## src/rtl/proto245_tx_arbiter_if.sv

```systemverilog
// Requester-side and FIFO-side signals of the proto245s TX arbiter.
// slave is the arbiter's view; master is the view of whoever drives the requesters and FIFO.
interface proto245_tx_arbiter_if #(
  parameter int unsigned DATA_W = 8,
  parameter int unsigned CH_N   = 4
);
  localparam int unsigned CH_W = $clog2(CH_N);

  logic [CH_N*DATA_W-1:0] ch_data;
  logic [CH_N-1:0]        ch_valid;
  logic [CH_N-1:0]        ch_last;
  logic [CH_N-1:0]        ch_ready;
  logic [CH_N-1:0]        ch_mask;
  logic [DATA_W-1:0]      txfifo_data;
  logic                   txfifo_wr;
  logic                   txfifo_full;
  logic                   busy;
  logic [CH_W-1:0]        cur_ch;

  modport slave (
    input  ch_data, ch_valid, ch_last, ch_mask, txfifo_full,
    output ch_ready, txfifo_data, txfifo_wr, busy, cur_ch
  );

  modport master (
    output ch_data, ch_valid, ch_last, ch_mask, txfifo_full,
    input  ch_ready, txfifo_data, txfifo_wr, busy, cur_ch
  );
endinterface

```

## src/rtl/proto245_tx_arbiter.sv

```systemverilog
// Round-robin arbiter sharing the proto245s TX FIFO write port among CH_N packet streams.
// Each grant emits a header word (HDR_TAG | channel) followed by at most MAX_PKT_LEN data words.
module proto245_tx_arbiter #(
  parameter int unsigned       DATA_W      = 8,
  parameter int unsigned       CH_N        = 4,
  parameter int unsigned       MAX_PKT_LEN = 64,
  parameter logic [DATA_W-1:0] HDR_TAG     = 'hA0
) (
  input logic                  fifo_clk,
  input logic                  fifo_rst,
  proto245_tx_arbiter_if.slave bus
);
  localparam int unsigned CH_W  = $clog2(CH_N);
  localparam int unsigned CNT_W = (MAX_PKT_LEN > 1) ? $clog2(MAX_PKT_LEN) : 1;
  localparam logic [CNT_W-1:0] CntMax = CNT_W'(MAX_PKT_LEN - 1);

  typedef enum logic [1:0] {StIdle, StHdr, StData} state_e;

  state_e            state_q, state_d;
  logic [CH_W-1:0]   cur_ch_q, cur_ch_d;
  logic [CH_W-1:0]   last_grant_q, last_grant_d;
  logic [CNT_W-1:0]  cnt_q, cnt_d;

  logic [CH_N-1:0]   req;
  logic              grant_vld;
  logic [CH_W-1:0]   grant_ch;
  logic [CH_W-1:0]   idx;
  logic [DATA_W-1:0] cur_data;
  logic              cur_valid;
  logic              cur_last;
  logic              wr;
  logic [DATA_W-1:0] wr_data;
  logic [CH_N-1:0]   ready;

  // Search upward from the channel after the last grant, wrapping at CH_N.
  always_comb begin
    req       = bus.ch_valid & bus.ch_mask;
    grant_vld = 1'b0;
    grant_ch  = '0;
    idx       = '0;
    for (int k = 1; k <= int'(CH_N); k++) begin
      idx = CH_W'((int'(last_grant_q) + k) % int'(CH_N));
      if (!grant_vld && req[idx]) begin
        grant_vld = 1'b1;
        grant_ch  = idx;
      end
    end
  end

  always_comb begin
    cur_data  = '0;
    cur_valid = 1'b0;
    cur_last  = 1'b0;
    for (int i = 0; i < int'(CH_N); i++) begin
      if (CH_W'(i) == cur_ch_q) begin
        cur_data  = bus.ch_data[i*DATA_W +: DATA_W];
        cur_valid = bus.ch_valid[i];
        cur_last  = bus.ch_last[i];
      end
    end
  end

  always_comb begin
    state_d      = state_q;
    cur_ch_d     = cur_ch_q;
    last_grant_d = last_grant_q;
    cnt_d        = cnt_q;
    wr           = 1'b0;
    wr_data      = '0;
    ready        = '0;
    unique case (state_q)
      StIdle: begin
        if (grant_vld) begin
          cur_ch_d = grant_ch;
          state_d  = StHdr;
        end
      end
      StHdr: begin
        if (!bus.txfifo_full) begin
          wr      = 1'b1;
          wr_data = HDR_TAG | DATA_W'(cur_ch_q);
          cnt_d   = '0;
          state_d = StData;
        end
      end
      StData: begin
        ready[cur_ch_q] = !bus.txfifo_full;
        if (cur_valid && !bus.txfifo_full) begin
          wr      = 1'b1;
          wr_data = cur_data;
          cnt_d   = cnt_q + CNT_W'(1);
          // A packet longer than MAX_PKT_LEN is split; the rest re-arbitrates.
          if (cur_last || cnt_q == CntMax) begin
            last_grant_d = cur_ch_q;
            state_d      = StIdle;
          end
        end
      end
      default: state_d = StIdle;
    endcase
    // Nothing is accepted in the cycle reset is sampled; the partial packet is dropped.
    if (fifo_rst) begin
      wr      = 1'b0;
      wr_data = '0;
      ready   = '0;
    end
  end

  always_ff @(posedge fifo_clk) begin
    if (fifo_rst) begin
      state_q      <= StIdle;
      cur_ch_q     <= '0;
      last_grant_q <= CH_W'(CH_N - 1);
      cnt_q        <= '0;
    end else begin
      state_q      <= state_d;
      cur_ch_q     <= cur_ch_d;
      last_grant_q <= last_grant_d;
      cnt_q        <= cnt_d;
    end
  end

  assign bus.ch_ready    = ready;
  assign bus.txfifo_wr   = wr;
  assign bus.txfifo_data = wr_data;
  assign bus.busy        = (state_q != StIdle);
  assign bus.cur_ch      = cur_ch_q;
endmodule
```

## src/flat_wrapper.sv

```systemverilog
// flat-port wrapper written by rule: the top's interface ports become plain ports
module proto245_tx_arbiter_flat 
#(
  parameter int unsigned       DATA_W      = 8,
  parameter int unsigned       CH_N        = 4,
  parameter int unsigned       MAX_PKT_LEN = 64,
  parameter logic [DATA_W-1:0] HDR_TAG     = 'hA0
)
  (fifo_clk, fifo_rst, bus_ch_data, bus_ch_valid, bus_ch_last, bus_ch_mask, bus_txfifo_full, bus_ch_ready, bus_txfifo_data, bus_txfifo_wr, bus_busy, bus_cur_ch);
  proto245_tx_arbiter_if #(.DATA_W(DATA_W), .CH_N(CH_N)) bus_i ();
  input logic fifo_clk;
  input logic fifo_rst;
  input wire logic [$bits(bus_i.ch_data)-1:0] bus_ch_data;
  input wire logic [$bits(bus_i.ch_valid)-1:0] bus_ch_valid;
  input wire logic [$bits(bus_i.ch_last)-1:0] bus_ch_last;
  input wire logic [$bits(bus_i.ch_mask)-1:0] bus_ch_mask;
  input wire logic [$bits(bus_i.txfifo_full)-1:0] bus_txfifo_full;
  output wire logic [$bits(bus_i.ch_ready)-1:0] bus_ch_ready;
  output wire logic [$bits(bus_i.txfifo_data)-1:0] bus_txfifo_data;
  output wire logic [$bits(bus_i.txfifo_wr)-1:0] bus_txfifo_wr;
  output wire logic [$bits(bus_i.busy)-1:0] bus_busy;
  output wire logic [$bits(bus_i.cur_ch)-1:0] bus_cur_ch;
  assign bus_i.ch_data = bus_ch_data;
  assign bus_i.ch_valid = bus_ch_valid;
  assign bus_i.ch_last = bus_ch_last;
  assign bus_i.ch_mask = bus_ch_mask;
  assign bus_i.txfifo_full = bus_txfifo_full;
  assign bus_ch_ready = bus_i.ch_ready;
  assign bus_txfifo_data = bus_i.txfifo_data;
  assign bus_txfifo_wr = bus_i.txfifo_wr;
  assign bus_busy = bus_i.busy;
  assign bus_cur_ch = bus_i.cur_ch;
  proto245_tx_arbiter #(.DATA_W(DATA_W), .CH_N(CH_N), .MAX_PKT_LEN(MAX_PKT_LEN), .HDR_TAG(HDR_TAG)) u_core (.fifo_clk(fifo_clk), .fifo_rst(fifo_rst), .bus(bus_i));
endmodule
```

## config.mk

```make
export PLATFORM = sky130hd
export DESIGN_NAME = proto245_tx_arbiter_flat
export DESIGN_NICKNAME = d
export VERILOG_FILES = /design/src/rtl/proto245_tx_arbiter_if.sv /design/src/rtl/proto245_tx_arbiter.sv /design/src/flat_wrapper.sv
export SDC_FILE = /design/constraint.sdc
export NUM_CORES = 1
export LEC_CHECK = 0
export ABC_AREA = 1
export BUFFER_PORTS_ARGS = -buffer_cell sky130_fd_sc_hd__buf_2
export CORE_UTILIZATION = 51
export DETAILED_ROUTE_END_ITERATION = 8
export PLACE_DENSITY = 0.87
export RECOVER_POWER = 25
export SETUP_SLACK_MARGIN = 0.2
export SYNTH_ARGS = -nofsm -noshare
export SYNTH_HDL_FRONTEND = slang
export SYNTH_SLANG_ARGS = --single-unit
```

## constraint.sdc

```tcl
create_clock -name fifo_clk -period 2.5 [get_ports fifo_clk]
set_input_delay 0.5 -clock fifo_clk [delete_from_list [all_inputs] [get_ports fifo_clk]]
set_output_delay 0.5 -clock fifo_clk [all_outputs]
set_load 0.01 [all_outputs]
```

# Word-level counts from Yosys, hierarchy flattened
# Index checks and enable logic that the tools add are counted.
# classes
add_sub_neg,5
order_cmp,6
n_eq_ne,10
muxes,48
bitwise_logic,2
reduce_logical,18
# ops
operator,count
8-bit two-way mux,7
1-bit two-way mux,20
2-bit two-way mux,8
8-bit one-hot mux with 2 select lines,1
2-bit by 3-bit < comparator with 1-bit output (second input constant),5
6-bit two-way mux,2
6-bit one-hot mux with 2 select lines,1
4-bit AND,2
1-bit binary-select mux with 2-bit select,4
4-bit two-way mux,2
6-bit by 1-bit adder with 6-bit output (second input constant),1
6-bit == test (second input constant),1
2-bit by 1-bit inequality test with 1-bit output (second input constant),3
2-bit one-hot mux with 3 select lines,1
3-bit AND reduction,2
1-bit logical AND,5
2-bit by 1-bit adder with 2-bit output (second input constant),2
2-bit adder (second input constant),2
2-bit == test (first input constant),2
1-bit logical NOT,4
2-bit logical NOT,2
4-bit AND reduction,1
2-bit nonzero test,2
1-bit demux with 2-bit select,1
8 further kinds,8
# totals
ff_bits,12
output_inout_bits,16
word_cells,93

# Depth between registers and ports, before layout
# Gate-level depths: netlist (run 1).
# logic_depth
word_depth,15
ltp_mapped,12

# Worst setup path before layout (run 1)
# OpenSTA, ideal clock, no wires.
# synth_path
path_type,reg2out
from,register u_core.cur_ch_q[0] (netlist: u_core.bus.cur_ch[0])
to,output port bus_txfifo_data[2]
arrival_time_ns,1.349
required_ns,2.000
path_slack_ns,0.651
stages_incl_launch_ff,10
path_buffers,1
path_cell_list,dfxtp_1 buf_6 nor2_2 nand2_1 nand3_1 nand2_1 nand2_2 nor2_4 o21ai_1 a211oi_1
# synth_via
elab_chain_cells,9
# synth_lines
item,line_no,source
"start, declared",proto245_tx_arbiter.sv:20,"logic [CH_W-1:0] cur_ch_q, cur_ch_d;"
"start signal, assigned",proto245_tx_arbiter.sv:117,cur_ch_q <= cur_ch_d;
2-bit logical NOT,proto245_tx_arbiter.sv:55,if (CH_W'(i) == cur_ch_q) begin
1-bit two-way mux (4 in a row),proto245_tx_arbiter.sv:55,
1-bit logical AND,proto245_tx_arbiter.sv:88,if (cur_valid && !bus.txfifo_full) begin
8-bit two-way mux (*),proto245_tx_arbiter.sv:88,
8-bit one-hot mux with 2 select lines (*),proto245_tx_arbiter.sv:71,unique case (state_q)
8-bit two-way mux (*),proto245_tx_arbiter.sv:102,if (fifo_rst) begin
"end, declared",flat_wrapper.sv:19,output wire logic [$bits(bus_i.txfifo_data)-1:0] bus_txfifo_data;
# Every way passes the cells marked *; elsewhere a longest branch is shown, timed or not.

# Worst setup path in the final report (run 1)
# layout_path
from,register u_core.cur_ch_q[0] (netlist: u_core.bus.cur_ch[0])
to,output port bus_txfifo_data[1]
# Same word-level chain as after synthesis.

==> run_results.csv, run 1 <==
group,metric,value,unit
setup_path,startpoint_type,"register",
finish,drive_above_1_share,32.3,%
global_route,track_usage,30.2,%
synthesis,muxShareOfSynthArea,0,%
timing,finalHoldViolCount,0,
power_and_ir_drop,switching_share,53.8,%
floorplan,rows,18,
job,cap_viol_max_count,0,
placement,dp.cells,334,
global_route,grt_start_max_net_pins,19,
clocking,hold_buffers,0,
global_route,grt_util_met3,4.44,%
power_and_ir_drop,comb_power_share,68.4,%
clocking,htreeDepth,1,
synthesis,synth_fa_ha_area_share,3.52,%
finish,finalNonFillerCells,340,
timing,timing.final.crit_period,2.27,ns
synthesis,synth.cell_area,1420,µm²
global_route,grt_pass1_vias,1627,
finish,nFillCells,228,
floorplan,fp.dieH,54.8,µm
clocking,cts.path.max_buffers,2,
power_and_ir_drop,power_density,848,nW/µm²
global_route,overflow,0,
setup_path,r2r-end,"u_core.cnt_q[1]$_SDFFE_PP0P_",
clocking,path_clk_slew,0.08,ns
timing,min_period_over_period,90.7,%
placement,dp.final_hpwl,3090,µm
global_route,grt_first_pass_wirelength,6510,µm
setup_path,slowest_delay,0.39,ns
synthesis,synthArstFlopShare,0,%
synthesis,yosys.area_share.simple,47.8,%
finish,final_util,70.0,%
timing,hold_slack,0.497,ns
setup_path,cp_common_cell,"nand2_1",
power_and_ir_drop,power_frac_clock,10.7,%
global_route,met2_usage,51.6,%
synthesis,synth_area_leaders,"nand2_1 20%, dfxtp_1 17%, nand3_1 9.2%",
power_and_ir_drop,power,1.51,mW
synthesis,synthCells,249,
setup_path,r2r-start,"u_core.bus.cur_ch[0]$_SDFFE_PP0P_",
timing,final-max-slew-violation-count,0,
finish,diodes,0,
drt,dr.pass1.iters,5,
finish,final_area,1780,µm²
power_and_ir_drop,internal_power,0.698,mW
setup_path,crit_path_cell_trace,"nor2_1, nand2_1, nand3_1, nand2_1, nand2_1, nor2_4, buf_4, a22oi_1, nor2_1, buf_2",
floorplan,fp.dieW,54.8,µm
setup_path,r2r_slack,0.57,ns
floorplan,core-area,2540,µm²
drt,wl_per_cell,11.7,µm
synthesis,synth_edf_count,0,
setup_path,cp-endpoint,"bus_txfifo_data[1]",
synthesis,ys_seq_area_share,16.9,%
global_route,use_met1,36.1,%
timing,rsz0062_at_grt,"true",
global_route,grt_antenna_before_repair,0,
synthesis,synthDistinctLibCells,32,
timing,tns,0,ns
floorplan,start_util,55.8,%
synthesis,synth-seq-cells,12,
clocking,cts-buffers-inserted,3,
setup_path,timing.critical_path.fanout_max,8,
setup_path,critPathArrivalTime,1.77,ns
hold_path,worstHoldPathType,"input port to register",
floorplan,io-pin-count,63,
placement,gp_congestion,0.875,
setup_path,cp.required,2.00,ns
timing,worstMarginPinSlew,0.367,ns
finish,final_net_count,362,
drt,wirelength,3980,µm
drt,drcViolationCount,0,
setup_path,slowest_stage,"dfxtp_4",
synthesis,avgSynthCellArea,5.70,µm²
setup_path,crit_type,"register to primary output",
placement,post-place-ws,0.366,ns
clocking,cts_tree,"done",
synthesis,synth_top_area_share,20.1,%
clocking,cts_root_buffer,"clkbuf_4",
placement,port_buffers,62,
drt,vias_per_cell,5.52,
drt,vias,1878,
power_and_ir_drop,leakagePower,0.939,nW
timing,fmax,441,MHz
power_and_ir_drop,power_frac_seq,20.9,%
synthesis,yosys_warnings,0,
timing,setup_viol,0,
synthesis,synth-main-ff-cell,"dfxtp_1",
timing,skew,0.00247,ns
timing,relSlewSlack,75.5,%
synthesis,synth-xor-area-share,1.85,%
clocking,clkSinkCount,12,
status,status,"complete, no violations",
floorplan,die_area,3000,µm²
placement,postPlaceCellArea,1720,µm²
clocking,clock_latency,0.28,ns
power_and_ir_drop,power_switching,0.812,mW
global_route,top_usage_layer,"met2",
synthesis,synth_compound_area_share,18.6,%
power_and_ir_drop,peakVddDrop,0.000548,V
setup_path,endpoint_kind,"primary output",
synthesis,yosys.area.top_type,"nand2_1",
drt,drt_iter0_drc,66,
timing,fin_ws,0.232,ns
synthesis,synthesis.nets,300,
setup_path,r2r.worst_path.cells,10,
drt,ant_nets,0,
synthesis,synth_top_family_by_area,"simple AND/OR/NAND/NOR gates",
setup_path,crit_path_start,"u_core.bus.cur_ch[0]$_SDFFE_PP0P_",
finish,syn_to_final_growth,25.5,%
[synthesized netlist by cell type, types with 3 or more instances]
library cell,n
nand2_1,76
nand4_1,3
buf_6,3
inv_2,3
o21ai_0,18
buf_2,3
nand2_2,6
a211oi_1,4
a31oi_1,3
dfxtp_1,12
nor2_2,4
nor2_1,32
inv_4,3
o21ai_1,8
ha_1,4
inv_1,17
nand3_1,26
a21oi_1,4
[cell usage in the layout (no fill, tap or decap), drive strengths merged]
| master | count |
|---|---|
| nand4 | 3 |
| clkinvlp | 1 |
| a22oi | 2 |
| buf | 66 |
| inv | 22 |
| nor2 | 37 |
| nand2 | 82 |
| nand3 | 29 |
| a21oi | 6 |
| o221ai | 1 |
| o21ai | 27 |
| dfxtp | 12 |
| a31oi | 3 |
| xnor2 | 1 |
| o211ai | 2 |
| ha | 4 |
| xor2 | 2 |
| a211oi | 4 |
| nand3b | 1 |
| nor3 | 1 |
| clkbuf | 4 |
[power groups by stage]
stage / logic [mW] / registers (mW) / clock network, mW
CTS: 1.03 / 0.311 / 0.162
global route: 1.18 / 0.324 / 0.174
global placement: 0.999 / 0.300 / 0
floorplan: 0.828 / 0.282 / 0
detailed placement: 1.01 / 0.303 / 0
finish: 1.03 / 0.315 / 0.162
[sequential cells by signal (all words and copies together) (netlist names)]
register / cells
u_core.bus.cur_ch: 2
u_core.cnt_q: 6
u_core.last_grant_q: 2
u_core.state_q: 2
[worst max-delay path: cells and delay by family (launching register included)]
family / cells / cell delay [ns]
compound gates: 1 / 0.14
simple gates: 7 / 0.67
buf+inv: 2 / 0.28
flops: 1 / 0.39
[kinds of logic (layout without fill, tap and decap cells)]
logic type	after synthesis	in the layout
simple gates	153	153
buf+inv	32	93
flops	12	12
compound gates	45	45
fa+ha+maj	4	4
xor+xnor	3	3
[area by class of cell]
class | count | area (µm²) | share of cell area [%]
Timing Repair Buffer | 66 | 340 | 19.1
Multi-Input combinational cell | 205 | 1020 | 57.4
Tap cell | 30 | 37.5 | 2.11
Inverter | 23 | 95.1 | 5.34
Sequential cell | 12 | 249 | 14.0
Clock buffer | 4 | 36.3 | 2.04
[repair_timing]
action / CTS / global route
hold endpoints to repair: 0 / 0
pin swaps: 1 / 1
resized for setup: 5 / 9
endpoints found under the setup margin: 7 / 9
buffers inserted: 1 / 1
[worst min path at each step]
stage	cells past startpoint	to	start
final	2	u_core.cnt_q[1]$_SDFFE_PP0P_	fifo_rst
after floorplan	2	u_core.state_q[0]$_SDFFE_PP0P_	u_core.state_q[0]$_SDFFE_PP0P_
after detailed placement	2	u_core.cnt_q[5]$_SDFFE_PP0P_	u_core.cnt_q[5]$_SDFFE_PP0P_
after CTS	2	u_core.cnt_q[1]$_SDFFE_PP0P_	fifo_rst
after global placement	2	u_core.cnt_q[5]$_SDFFE_PP0P_	u_core.cnt_q[5]$_SDFFE_PP0P_
after global routing	2	u_core.cnt_q[1]$_SDFFE_PP0P_	fifo_rst
[layer usage]
metal,routed length (µm),vias to the layer above
li1,-,940
met1,1700,831
met2,1850,92
met3,304,15
met4,123,0
met5,0,-
Note: power is estimated with default switching activity, not from simulation.
==> run 2, diff against run 1 <==
- PLACE_DENSITY: 0.87 -> 0.86
==> run 2 against run 1 <==
  * Sequential share of layout area fell by 0.41 points
  * Clock skew about the same
  * Largest power group unchanged
  * Register-to-register slack gained 0.15 ns
  * Setup slack improved by 0.0087 ns
  * Critical path depth unchanged
  * Via count decreased by 3.0%
  * Critical path type unchanged
  * Fmax rose by 0.38%
==> run_results.csv, run 2 (synthesis gave the netlist of run 1 again) <==
group,metric,value,unit
timing,final-max-slew-violation-count,0,
status,status,"complete, no violations",
hold_path,holdPathEnd,"u_core.cnt_q[5]$_SDFFE_PP0P_",
power_and_ir_drop,power_switching,0.827,mW
floorplan,die_area,3000,µm²
finish,final_util,70.7,%
clocking,clock_latency,0.28,ns
placement,dp.cells,334,
setup_path,startpoint_type,"register",
clocking,clkSinkCount,12,
global_route,overflow,0,
finish,most-common-layout-cells,"76 x nand2_1, 62 x buf_2, 31 x nor2_1",
global_route,grt_antenna_before_repair,0,
power_and_ir_drop,power_frac_seq,20.4,%
floorplan,start_util,55.8,%
floorplan,io-pin-count,63,
floorplan,core-area,2540,µm²
timing,tns,0,ns
finish,finalNonFillerCells,340,
drt,wirelength,3930,µm
finish,seqCellArea,244,µm²
floorplan,fp.dieW,54.8,µm
setup_path,r2r_slack,0.72,ns
timing,relSlewSlack,75.0,%
drt,wl_per_cell,11.5,µm
global_route,grt_pass1_vias,1432,
finish,multi_input_area,1040,µm²
finish,largest_register_ffs,6,
finish,largest_register,"u_core.cnt_q",
finish,final_net_count,363,
timing,skew,0.00285,ns
hold_path,hp-start,"u_core.cnt_q[5]$_SDFFE_PP0P_",
timing,rsz0062_at_grt,"true",
global_route,grt_first_pass_wirelength,5890,µm
timing,min_period_over_period,90.4,%
clocking,cts.path.max_buffers,2,
setup_path,r2r-end,"u_core.cnt_q[1]$_SDFFE_PP0P_",
floorplan,rows,18,
power_and_ir_drop,power_density,851,nW/µm²
global_route,grt_start_max_net_pins,19,
placement,gp_congestion,0.912,
drt,drt_iter0_drc,55,
hold_path,worstHoldPathType,"register to register",
drt,vias_per_cell,5.36,
clocking,hold_buffers,0,
finish,nFillCells,234,
power_and_ir_drop,power,1.53,mW
finish,syn_to_final_growth,26.7,%
power_and_ir_drop,peakVddDrop,0.000658,V
power_and_ir_drop,leakagePower,0.946,nW
floorplan,fp.dieH,54.8,µm
power_and_ir_drop,power_frac_clock,8.1,%
drt,dr.pass1.iters,4,
drt,drcViolationCount,0,
setup_path,cp.required,2.00,ns
setup_path,endpoint_kind,"primary output",
placement,port_buffers,62,
setup_path,critPathArrivalTime,1.76,ns
timing,worstMarginPinSlew,0.374,ns
hold_path,worstHoldPathCells,2,
finish,diodes,0,
clocking,htreeDepth,1,
job,cap_viol_max_count,0,
finish,layout_commonest_cell,"nand2_1",
global_route,track_usage,26.9,%
drt,vias,1822,
clocking,cts_root_buffer,"clkbuf_4",
timing,setup_viol,0,
setup_path,timing.critical_path.fanout_max,8,
timing,timing.final.crit_period,2.26,ns
timing,fmax,443,MHz
power_and_ir_drop,switching_share,54.1,%
clocking,path_clk_slew,0.08,ns
setup_path,crit_type,"register to primary output",
drt,ant_nets,0,
clocking,cts-buffers-inserted,3,
setup_path,r2r.worst_path.cells,10,
placement,dp.final_hpwl,3010,µm
timing,finalHoldViolCount,0,
clocking,cts_tree,"done",
finish,drive_above_1_share,32.3,%
power_and_ir_drop,comb_power_share,71.5,%
power_and_ir_drop,internal_power,0.703,mW
setup_path,r2r-start,"u_core.bus.cur_ch[1]$_SDFFE_PP0P_",
==> run 2: metrics by stage <==
step	worst slack, ns	cell area (µm²)	hold WS, ns
after global placement	0.482	1720	0.484
after global routing	0.112	1800	0.513
after detailed placement	0.440	1720	0.492
after floorplan	0.651	1420	0.470
after CTS	0.203	1740	0.491
final	0.241	1800	0.496
==> run 2: worst max-delay path by stage <==
| stage | from | to | slack, ns |
|---|---|---|---|
| after floorplan | u_core.bus.cur_ch[0]$_SDFFE_PP0P_ | bus_txfifo_data[2] | 0.65 |
| after global placement | bus_ch_valid[1] | bus_txfifo_data[6] | 0.48 |
| after detailed placement | bus_ch_valid[2] | bus_txfifo_data[6] | 0.44 |
| after CTS | u_core.bus.cur_ch[1]$_SDFFE_PP0P_ | bus_txfifo_data[6] | 0.20 |
| after global routing | u_core.bus.cur_ch[1]$_SDFFE_PP0P_ | bus_txfifo_data[0] | 0.11 |
| final | u_core.bus.cur_ch[1]$_SDFFE_PP0P_ | bus_txfifo_data[0] | 0.24 |
==> run 2: what timing repair did <==
item | 4_1_cts | 5_1_grt
resized for setup | 2 | 15
pin swaps | 1 | 2
endpoints found under the setup margin | 6 | 9
buffers inserted | 0 | 3
endpoints found under the hold margin | 0 | 0
cloned | 0 | 0
==> run 2: power by group through the flow <==
stage | clock [mW] | combinational, mW | sequential [mW]
6_report | 0.125 | 1.09 | 0.312
5_1_grt | 0.130 | 1.25 | 0.320
4_1_cts | 0.126 | 1.03 | 0.294
3_5_place_dp | 0 | 1.02 | 0.296
3_3_place_gp | 0 | 1.01 | 0.292
2_1_floorplan | 0 | 0.828 | 0.282
==> run 2: cell type report <==
type,instances,area share (%)
clock buffer,3,1.25
timing repair buffer,67,19.7
tap,30,2.09
sequential,12,13.6
inverter,23,5.35
multi-input combinational,205,58.0
==> run 2: critical path, stage by stage, from the launching register on <==
cell	delay, ns
dfxtp_1	0.39
buf_8	0.17
nand3b_1	0.08
nand3_1	0.07
nand2_1	0.07
nand2_2	0.08
nor2_4	0.20
buf_4	0.15
a22oi_1	0.05
nor2_1	0.10
buf_2	0.14
==> run 2: per-layer routing <==
layer / global-route usage (%) / part of all wire, %
met1: 36.3 / 44
met4: 8.12 / 1.6
met2: 44.2 / 48
met3: 2.78 / 6.3
met5: 0 / 0
==> run 3, diff against run 2 <==
- CORE_ASPECT_RATIO: default -> 1.2
- SLEW_MARGIN: default -> 5
==> run 3 against run 2 <==
  * Combinational power increased by 5%
  * Die area is essentially flat
  * Setup slack got worse by 0.13 ns
  * Routed wire length up 16%
  * Hold slack gained 0.0037 ns
  * Sequential cell count did not move
  * Critical endpoint is now bus_txfifo_data[3]
  * Non-clock buffer count increased by 3
  * Sequential share of layout area fell by 0.12 points
  * First-iteration DRC count increased by 96%
  * Critical path depth is 1 lower
  * Largest cell class unchanged
  * Core utilization rose by 1.5 points
==> run_results.csv, run 3 (synthesis gave the netlist of run 1 again) <==
group,metric,value,unit
status,status,"complete, no violations",
setup_path,cp.required,2.00,ns
drt,vias_per_cell,5.46,
global_route,track_usage,26.5,%
clocking,cts_tree,"done",
timing,min_period_over_period,95.7,%
timing,fmax,418,MHz
finish,syn_to_final_growth,31.1,%
power_and_ir_drop,peakVddDrop,0.000467,V
setup_path,r2r_slack,0.53,ns
clocking,path_clk_slew,0.09,ns
clocking,cts.path.max_buffers,2,
setup_path,critPathArrivalTime,1.89,ns
timing,rsz0062_at_grt,"true",
floorplan,core-area,2580,µm²
finish,largest_register_ffs,6,
timing,setup_viol,0,
floorplan,io-pin-count,63,
timing,final-max-slew-violation-count,0,
drt,vias,1895,
drt,ant_nets,0,
finish,most-common-layout-cells,"77 x nand2_1, 62 x buf_2, 30 x nor2_1",
timing,skew,0.00634,ns
floorplan,fp.dieW,50.2,µm
finish,final_net_count,366,
placement,port_buffers,62,
finish,largest_register,"u_core.cnt_q",
timing,relSlewSlack,74.1,%
clocking,clock_latency,0.28,ns
timing,finalHoldViolCount,0,
finish,nFillCells,239,
finish,final_util,72.2,%
drt,wirelength,4560,µm
setup_path,startpoint_type,"register",
floorplan,start_util,55.1,%
power_and_ir_drop,leakagePower,0.952,nW
power_and_ir_drop,power_density,885,nW/µm²
floorplan,die_area,3000,µm²
floorplan,rows,20,
drt,drcViolationCount,0,
global_route,grt_pass1_vias,1540,
global_route,overflow,0,
timing,tns,0,ns
floorplan,fp.dieH,59.8,µm
setup_path,endpoint_kind,"primary output",
finish,drive_above_1_share,34.4,%
job,cap_viol_max_count,0,
global_route,grt_antenna_before_repair,0,
finish,layout_commonest_cell,"nand2_1",
clocking,cts_root_buffer,"clkbuf_4",
drt,drt_iter0_drc,108,
clocking,cts-buffers-inserted,3,
timing,worstMarginPinSlew,0.388,ns
drt,dr.pass1.iters,5,
setup_path,timing.critical_path.fanout_max,8,
drt,wl_per_cell,13.1,µm
clocking,clkSinkCount,12,
hold_path,worstHoldPathType,"register to register",
finish,diodes,0,
placement,dp.final_hpwl,3180,µm
global_route,grt_first_pass_wirelength,6210,µm
timing,timing.final.crit_period,2.39,ns
setup_path,crit_type,"register to primary output",
clocking,htreeDepth,1,
global_route,grt_start_max_net_pins,19,
placement,gp_congestion,0.815,
-- run 3: changes by cell type in the layout (fill, tap and decap cells not counted), sizes merged --
cell and change:
buf +3, clkbuf +1, clkinvlp +1, inv -1
-- run 3: final timing paths --
kind	startpoint	end	cells past startpoint
setup / recovery	u_core.bus.cur_ch[1]$_SDFFE_PP0P_	bus_txfifo_data[3]	9
hold / removal	u_core.state_q[0]$_SDFFE_PP0P_	u_core.state_q[0]$_SDFFE_PP0P_	2
setup reg to reg	u_core.bus.cur_ch[1]$_SDFFE_PP0P_	u_core.cnt_q[1]$_SDFFE_PP0P_	10
hold reg to reg	u_core.state_q[0]$_SDFFE_PP0P_	u_core.state_q[0]$_SDFFE_PP0P_	2
-- run 3: area by class of cell --
cell class,instances,area (µm²),area share (%)
clock buffer,4,36.3,1.95
inverter,23,97.6,5.24
sequential,12,250,13.4
tap,33,41.3,2.22
multi-input combinational,205,1070,57.3
timing repair buffer,70,370,19.9
-- run 3: report_power, final --
part	internal, mW	leakage [nW]	switching [mW]	total [mW]
combinational	0.425	0.831	0.718	1.14
clock	0.0886	0.0210	0.0736	0.162
sequential	0.250	0.0998	0.0922	0.342
total	0.763	0.952	0.884	1.65
-- run 3: through the flow --
step	cells	power, mW	area [µm²]	hold WS (ns)	worst slack (ns)
global placement	337	1.30	1720	0.493	0.476
global route	347	1.78	1860	0.509	0.0334
detailed placement	337	1.31	1720	0.502	0.450
CTS	341	1.49	1760	0.488	0.211
finish	347	1.65	1860	0.500	0.106
floorplan	249	1.11	1420	0.470	0.651
-- run 3: per-layer routing --
metal	vias up	track usage, %	wire length (µm)
li1	948	-	-
met1	849	30.4	1860
met2	90	50.5	2400
met3	8	3.31	221
met4	0	7.35	74
met5	-	0	0
-- run 3: what timing repair did --
| item | in CTS | in global routing |
|---|---|---|
| setup endpoints to repair | 7 | 6 |
| hold buffers | 0 | 0 |
| pin swaps | 0 | 4 |
| buffers inserted | 0 | 6 |
| gates resized for setup | 4 | 18 |
-- run 3: critical path, cell delays in order (launching register included) --
cell and delay, ns:
dfxtp_4 0.44, nor2_4 0.06, nand2_1 0.06, nand3_1 0.09, nand2_1 0.07, nand2_1 0.10, nor2_4 0.24, o21ai_1 0.12
a211oi_1 0.24, buf_2 0.18
